### config.mk
export PLATFORM = sky130hd
export DESIGN_NAME = sobel_window_sched_flat
export DESIGN_NICKNAME = d
export VERILOG_FILES = /design/src/rtl/sobel_pkg.sv /design/src/rtl/sobel_window_sched_if.sv /design/src/rtl/sched_coord_counter.sv /design/src/rtl/sobel_window_sched.sv /design/src/flat_wrapper.sv
export SDC_FILE = /design/constraint.sdc
export NUM_CORES = 1
export LEC_CHECK = 0
export CORE_ASPECT_RATIO = 1.2
export CORE_UTILIZATION = 50
export CTS_BUF_LIST = sky130_fd_sc_hd__clkbuf_4 sky130_fd_sc_hd__clkbuf_8
export DETAILED_ROUTE_END_ITERATION = 8
export PLACE_DENSITY = 0.76
export SLEW_MARGIN = 20
export SYNTH_ARGS = -nofsm -noshare
export SYNTH_HDL_FRONTEND = slang
export SYNTH_SLANG_ARGS = --single-unit
export TNS_END_PERCENT = 50
### constraint.sdc
create_clock -name clk -period 1.7 [get_ports clk]
set_input_delay 0.255 -clock clk [delete_from_list [all_inputs] [get_ports clk]]
set_output_delay 0.255 -clock clk [all_outputs]
set_load 0.005 [all_outputs]
### src/rtl/sobel_pkg.sv
// Shared types and default image geometry for the Sobel scheduler and line buffer.
package sobel_pkg;

  typedef enum logic [1:0] {
    IDLE   = 2'd0,
    STREAM = 2'd1,
    DONE   = 2'd2
  } sched_state_t;

  localparam int unsigned DEF_IMG_W = 64;
  localparam int unsigned DEF_IMG_H = 64;

  // First row/column index whose accept completes a 3x3 window.
  localparam int unsigned WIN_EDGE = 2;

endpackage

### src/rtl/sobel_window_sched_if.sv
// Pixel bus / window handshake between the bus, the scheduler and the calculator.
interface sobel_window_sched_if
  import sobel_pkg::*;
#(
  parameter int unsigned IMG_W = DEF_IMG_W,
  parameter int unsigned IMG_H = DEF_IMG_H
);

  localparam int unsigned COL_W = $clog2(IMG_W);
  localparam int unsigned ROW_W = $clog2(IMG_H);

  logic             frame_start;
  logic             pix_valid;
  logic             calc_busy;
  logic             pix_ready;
  logic             shift_en;
  logic             win_valid;
  logic [COL_W-1:0] win_col;
  logic [ROW_W-1:0] win_row;
  logic             busy;
  logic             frame_done;

  modport master (
    output frame_start, pix_valid, calc_busy,
    input  pix_ready, shift_en, win_valid, win_col, win_row, busy, frame_done
  );

  modport slave (
    input  frame_start, pix_valid, calc_busy,
    output pix_ready, shift_en, win_valid, win_col, win_row, busy, frame_done
  );

endinterface

### src/rtl/sched_coord_counter.sv
// Wrap counter for one raster coordinate; at_wrap flags the last position.
module sched_coord_counter #(
  parameter int unsigned W = 6
) (
  input  logic         clk,
  input  logic         n_rst,
  input  logic         clear,
  input  logic         count_en,
  input  logic [W-1:0] wrap_val,
  output logic [W-1:0] count,
  output logic         at_wrap
);

  assign at_wrap = (count == wrap_val);

  always_ff @(posedge clk) begin
    if (!n_rst) begin
      count <= '0;
    end else if (clear) begin
      count <= '0;
    end else if (count_en) begin
      count <= at_wrap ? '0 : count + W'(1);
    end
  end

endmodule

### src/rtl/sobel_window_sched.sv
// Raster-scan scheduler: accepts pixels, tracks position, flags complete 3x3 windows.
module sobel_window_sched
  import sobel_pkg::*;
#(
  parameter int unsigned IMG_W = DEF_IMG_W,
  parameter int unsigned IMG_H = DEF_IMG_H
) (
  input logic                 clk,
  input logic                 n_rst,
  sobel_window_sched_if.slave bus
);

  localparam int unsigned COL_W = $clog2(IMG_W);
  localparam int unsigned ROW_W = $clog2(IMG_H);
  localparam logic [COL_W-1:0] COL_LAST = COL_W'(IMG_W - 1);
  localparam logic [ROW_W-1:0] ROW_LAST = ROW_W'(IMG_H - 1);

  sched_state_t     state;
  sched_state_t     state_next;
  logic             clear;
  logic             pix_ready_c;
  logic             accept;
  logic             frame_last;
  logic             win_hit;
  logic [COL_W-1:0] col;
  logic [ROW_W-1:0] row;
  logic             col_at_wrap;
  logic             row_at_wrap;
  logic             win_valid_q;
  logic [COL_W-1:0] win_col_q;
  logic [ROW_W-1:0] win_row_q;
  logic             busy_q;
  logic             frame_done_q;

  // Stall the bus whenever the calculator cannot take another window.
  assign pix_ready_c = (state == STREAM) && !bus.calc_busy;
  assign accept      = bus.pix_valid && pix_ready_c;
  assign frame_last  = col_at_wrap && row_at_wrap;
  assign win_hit     = accept && (col >= COL_W'(WIN_EDGE)) && (row >= ROW_W'(WIN_EDGE));

  sched_coord_counter #(.W(COL_W)) u_col (
    .clk      (clk),
    .n_rst    (n_rst),
    .clear    (clear),
    .count_en (accept),
    .wrap_val (COL_LAST),
    .count    (col),
    .at_wrap  (col_at_wrap)
  );

  sched_coord_counter #(.W(ROW_W)) u_row (
    .clk      (clk),
    .n_rst    (n_rst),
    .clear    (clear),
    .count_en (accept && col_at_wrap),
    .wrap_val (ROW_LAST),
    .count    (row),
    .at_wrap  (row_at_wrap)
  );

  always_ff @(posedge clk) begin
    if (!n_rst) begin
      state <= IDLE;
    end else begin
      state <= state_next;
    end
  end

  // Next state; counters clear on the transition into STREAM.
  always_comb begin
    state_next = state;
    clear      = 1'b0;
    case (state)
      IDLE: begin
        if (bus.frame_start) begin
          state_next = STREAM;
          clear      = 1'b1;
        end
      end
      STREAM: begin
        if (accept && frame_last) begin
          state_next = DONE;
        end
      end
      DONE:    state_next = IDLE;
      default: state_next = IDLE;
    endcase
  end

  // Status flags track the state they describe, one register per output.
  always_ff @(posedge clk) begin
    if (!n_rst) begin
      busy_q       <= 1'b0;
      frame_done_q <= 1'b0;
    end else begin
      busy_q       <= (state_next != IDLE);
      frame_done_q <= (state_next == DONE);
    end
  end

  // Window center trails the completing accept by one row and one column.
  always_ff @(posedge clk) begin
    if (!n_rst) begin
      win_valid_q <= 1'b0;
      win_col_q   <= '0;
      win_row_q   <= '0;
    end else begin
      win_valid_q <= win_hit;
      if (win_hit) begin
        win_col_q <= col - COL_W'(1);
        win_row_q <= row - ROW_W'(1);
      end
    end
  end

  assign bus.pix_ready  = pix_ready_c;
  assign bus.shift_en   = accept;
  assign bus.win_valid  = win_valid_q;
  assign bus.win_col    = win_col_q;
  assign bus.win_row    = win_row_q;
  assign bus.busy       = busy_q;
  assign bus.frame_done = frame_done_q;

endmodule

### src/flat_wrapper.sv
// flat-port wrapper written by rule: the top's interface ports become plain ports
module sobel_window_sched_flat import sobel_pkg::*;
#(
  parameter int unsigned IMG_W = DEF_IMG_W,
  parameter int unsigned IMG_H = DEF_IMG_H
)
  (clk, n_rst, bus_frame_start, bus_pix_valid, bus_calc_busy, bus_pix_ready, bus_shift_en, bus_win_valid, bus_win_col, bus_win_row, bus_busy, bus_frame_done);
  sobel_window_sched_if #(.IMG_W(IMG_W), .IMG_H(IMG_H)) bus_i ();
  input logic clk;
  input logic n_rst;
  input wire logic [$bits(bus_i.frame_start)-1:0] bus_frame_start;
  input wire logic [$bits(bus_i.pix_valid)-1:0] bus_pix_valid;
  input wire logic [$bits(bus_i.calc_busy)-1:0] bus_calc_busy;
  output wire logic [$bits(bus_i.pix_ready)-1:0] bus_pix_ready;
  output wire logic [$bits(bus_i.shift_en)-1:0] bus_shift_en;
  output wire logic [$bits(bus_i.win_valid)-1:0] bus_win_valid;
  output wire logic [$bits(bus_i.win_col)-1:0] bus_win_col;
  output wire logic [$bits(bus_i.win_row)-1:0] bus_win_row;
  output wire logic [$bits(bus_i.busy)-1:0] bus_busy;
  output wire logic [$bits(bus_i.frame_done)-1:0] bus_frame_done;
  assign bus_i.frame_start = bus_frame_start;
  assign bus_i.pix_valid = bus_pix_valid;
  assign bus_i.calc_busy = bus_calc_busy;
  assign bus_pix_ready = bus_i.pix_ready;
  assign bus_shift_en = bus_i.shift_en;
  assign bus_win_valid = bus_i.win_valid;
  assign bus_win_col = bus_i.win_col;
  assign bus_win_row = bus_i.win_row;
  assign bus_busy = bus_i.busy;
  assign bus_frame_done = bus_i.frame_done;
  sobel_window_sched #(.IMG_W(IMG_W), .IMG_H(IMG_H)) u_core (.clk(clk), .n_rst(n_rst), .bus(bus_i));
endmodule
==> impl_metrics.toml <==
[synthesis]
synthesis.nets = 172
ys_seq_area_share_pct = 39.69
ys_top_cells_by_area = "dfxtp_1, a21oi_1, a311oi_1, ha_1, buf_6"
async_flop_share_pct = 0
synth_cells = 161
syn_area_sq_mm = 0.001463
synth.avg_cell_area_sq_um = 9.085
synth_top_area_share_pct = 39.69
synthFlopType = "dfxtp_1"
ys_ff_latch = 29
yosys_warnings = 0
netlist-cell-type-count = 38
synth_top_cell_by_area = "dfxtp_1"
synth_edf_count = 0

[route]
wl_met3_um = 130
viasPerCell = 5.753
drt_iter0_drc = 43
route.detailed.drc = 0
drtPass1Iterations = 4
top_layer = "met4"
finalWirelength_um = 3727
wl_per_cell_um = 15.59
met1_length_um = 1522
vias = 1375
dr_wl_met2_um = 1960
antenna_left = 0

[worst_setup_path]
cp-start-kind = "flip-flop"
regToRegStartpoint = "u_core.u_col.count[3]"
worstPathRequired_ps = 1920
cp_slowest_cell = "or4_4"
crit_chain = "or4_4, o32a_4, a21oi_1, a311oi_2"
arrival_ps = 1910
path_class = "reg2reg"
cp-end-kind = "flip-flop"
critPathMaxFanout = 10
max_stage_delay_ps = 590
r2r_setup_slack_ps = 20
r2r_end = "u_core.bus.win_row[0]"
r2r_cells = 4

[die]
num_rows = 21
start_util_pct = 52.52
ios = 22
die_w_um = 51.38
die_area_sq_mm = 0.003147
die_h_um = 61.25
fp.coreArea_sq_mm = 0.002785

[sta]
finalCritPeriodShare_pct = 98.85
hold_viol_final = 0
setup_viol = 0
final.setup.tns_ps = 0
finalCriticalPeriod_ps = 1680
max-slew-margin-rel_pct = 77.36
slew_viol_final = 0
holdWs_ps = 490.6
tightestPinTransition_ps = 339.1
finClkSkew_ps = 11.25
rsz0062_at_grt = "yes"
max_freq_mhz = 595.1

[cells_and_area]
fillCellCount = 225
syn_to_final_growth_pct = 36.61
diodes = 0
drive_gt1_share_pct = 29.27
regArea_sq_um = 584.3
final_cell_mix = "dfxtp_1, buf_4, clkdlybuf4s50_1, a21oi_1, nor2_1"
layout_commonest_cell = "dfxtp_1"
fin_cells = 239
multi_input_area_sq_um = 898.4
finalNetCount = 215

[placed_design]
dp_cells = 228
dpl.hpwl_um = 2490
port_buffers = 21
gp_congestion = 0.8473

[clock_tree]
clock_sinks = 29
clkTransAtPathRegs_ps = 100
htree_levels = 2
clockBufferDepth = 2
insertion_delay_ps = 340
cts_root_buf = "clkbuf_4"
cts_buffers = 5
cts_tree = "yes"

[grt]
grt.total_usage_pct = 25.16
grt_pass1_vias = 1313
grt_start_max_net_pins = 14
globalRouteOverflowTotal = 0
grt_pass1_wl_um = 5747
antenna_found_initial = 0

[hold_path]
whs_endpoint = "u_core.bus.win_col[0]"
hold_start = "u_core.bus.win_col[0]"
min_path_cells = 2
min_path_type = "reg2reg"

[pwr]
peakVddDrop_v = 0.0004606
leakage_nw = 0.7627
power_density_mw_per_mm2 = 593.7

[flow_run]
cap_violations = 0

[status]
status = "finished, final reports clean"
[power breakdown]
part,internal (mW),leakage (nW),switching [mW]
combinational,0.0367,0.492,0.0411
sequential,0.683,0.235,0.00446
clock,0.173,0.0354,0.248
total,0.893,0.763,0.293
[worst max path at each step]
stage / start / to / slack, ps
finish: u_core.u_col.count[3] / u_core.bus.win_row[0] / 20
global route: u_core.u_col.count[3] / u_core.bus.win_row[4] / -40
CTS: u_core.u_col.count[3] / u_core.bus.win_row[4] / 3
detailed placement: bus_calc_busy / u_core.u_row.count[3] / -240
global placement: bus_calc_busy / u_core.u_row.count[5] / -140
floorplan: u_core.u_col.count[2] / u_core.bus.win_col[3] / -20
[area by class of cell]
| cell class | count | area share [%] |
|---|---|---|
| Clock buffer | 6 | 2.254 |
| Tap cell | 34 | 2.129 |
| Sequential cell | 29 | 29.24 |
| Multi-Input combinational cell | 115 | 44.96 |
| Inverter | 8 | 1.503 |
| Clock inverter | 2 | 0.5009 |
| Timing Repair Buffer | 45 | 19.41 |
[Yosys cell counts, drive strengths merged (2+ instances only)]
library cell and n:
inv 8, clkbuf 3, nand3 4, nand4 3, xnor2 7, buf 8
nand2 10, or4 4, ha 6, or3 2, a21oi 19, nor3 6
dfxtp 29, xor2 5, nor2 13, o21ai 4, and3 3, and4b 2
a311oi 10, nor3b 2
[routing by layer]
layer | GRT usage, % | vias to the layer above
met4 | 12.36 | 0
li1 | - | 673
met5 | 0 | -
met2 | 44.53 | 36
met1 | 27.53 | 658
met3 | 7.407 | 8
[state kept, by name, summed over array words and instances, names as in the netlist]
name	cells
u_core.bus.win_col	6
u_core.bus.win_row	6
u_core.bus.frame_done	1
u_core.u_row.count	6
u_core.bus.win_valid	1
u_core.bus.busy	1
u_core.u_col.count	6
u_core.state	2
[through the flow]
step | util (%) | instance area (sq um) | worst slack (ps) | power (mW)
2_1_floorplan | - | 1463 | -16.35 | 0.7365
3_3_place_gp | 64.51 | 1797 | -138.9 | 0.7697
3_5_place_dp | 64.51 | 1797 | -243.0 | 0.7722
4_1_cts | 68.69 | 1913 | 2.929 | 1.183
5_1_grt | 71.74 | 1998 | -40.62 | 1.232
6_report | 71.74 | 1998 | 19.58 | 1.186
[timing repair]
action,in CTS,in global routing
endpoints found under the setup margin,6,18
setup buffers,1,0
pin swaps,3,4
gates resized for setup,7,16
gates cloned,2,0
hold buffers,0,0
[critical path: cells and delay by family, from the launching register on]
family          cells  cell delay [ps]
compound gates      3              670
flops               1              320
simple gates        1              590
[logic make-up (layout without fill, tap and decap cells)]
| group | count (synthesis) | after routing | synth area share (%) |
|---|---|---|---|
| buffers and inverters | 19 | 61 | 8.297 |
| adder cells (fa/ha/maj) | 6 | 6 | 5.132 |
| AO/OA/AOI/OAI | 40 | 42 | 18.56 |
| AND/OR/NAND/NOR | 54 | 54 | 20.45 |
| XOR/XNOR | 12 | 12 | 7.186 |
| flip-flops | 29 | 29 | 39.69 |
| multiplexers | 1 | 1 | 0.6844 |
Power figures use the tool's default switching activity.
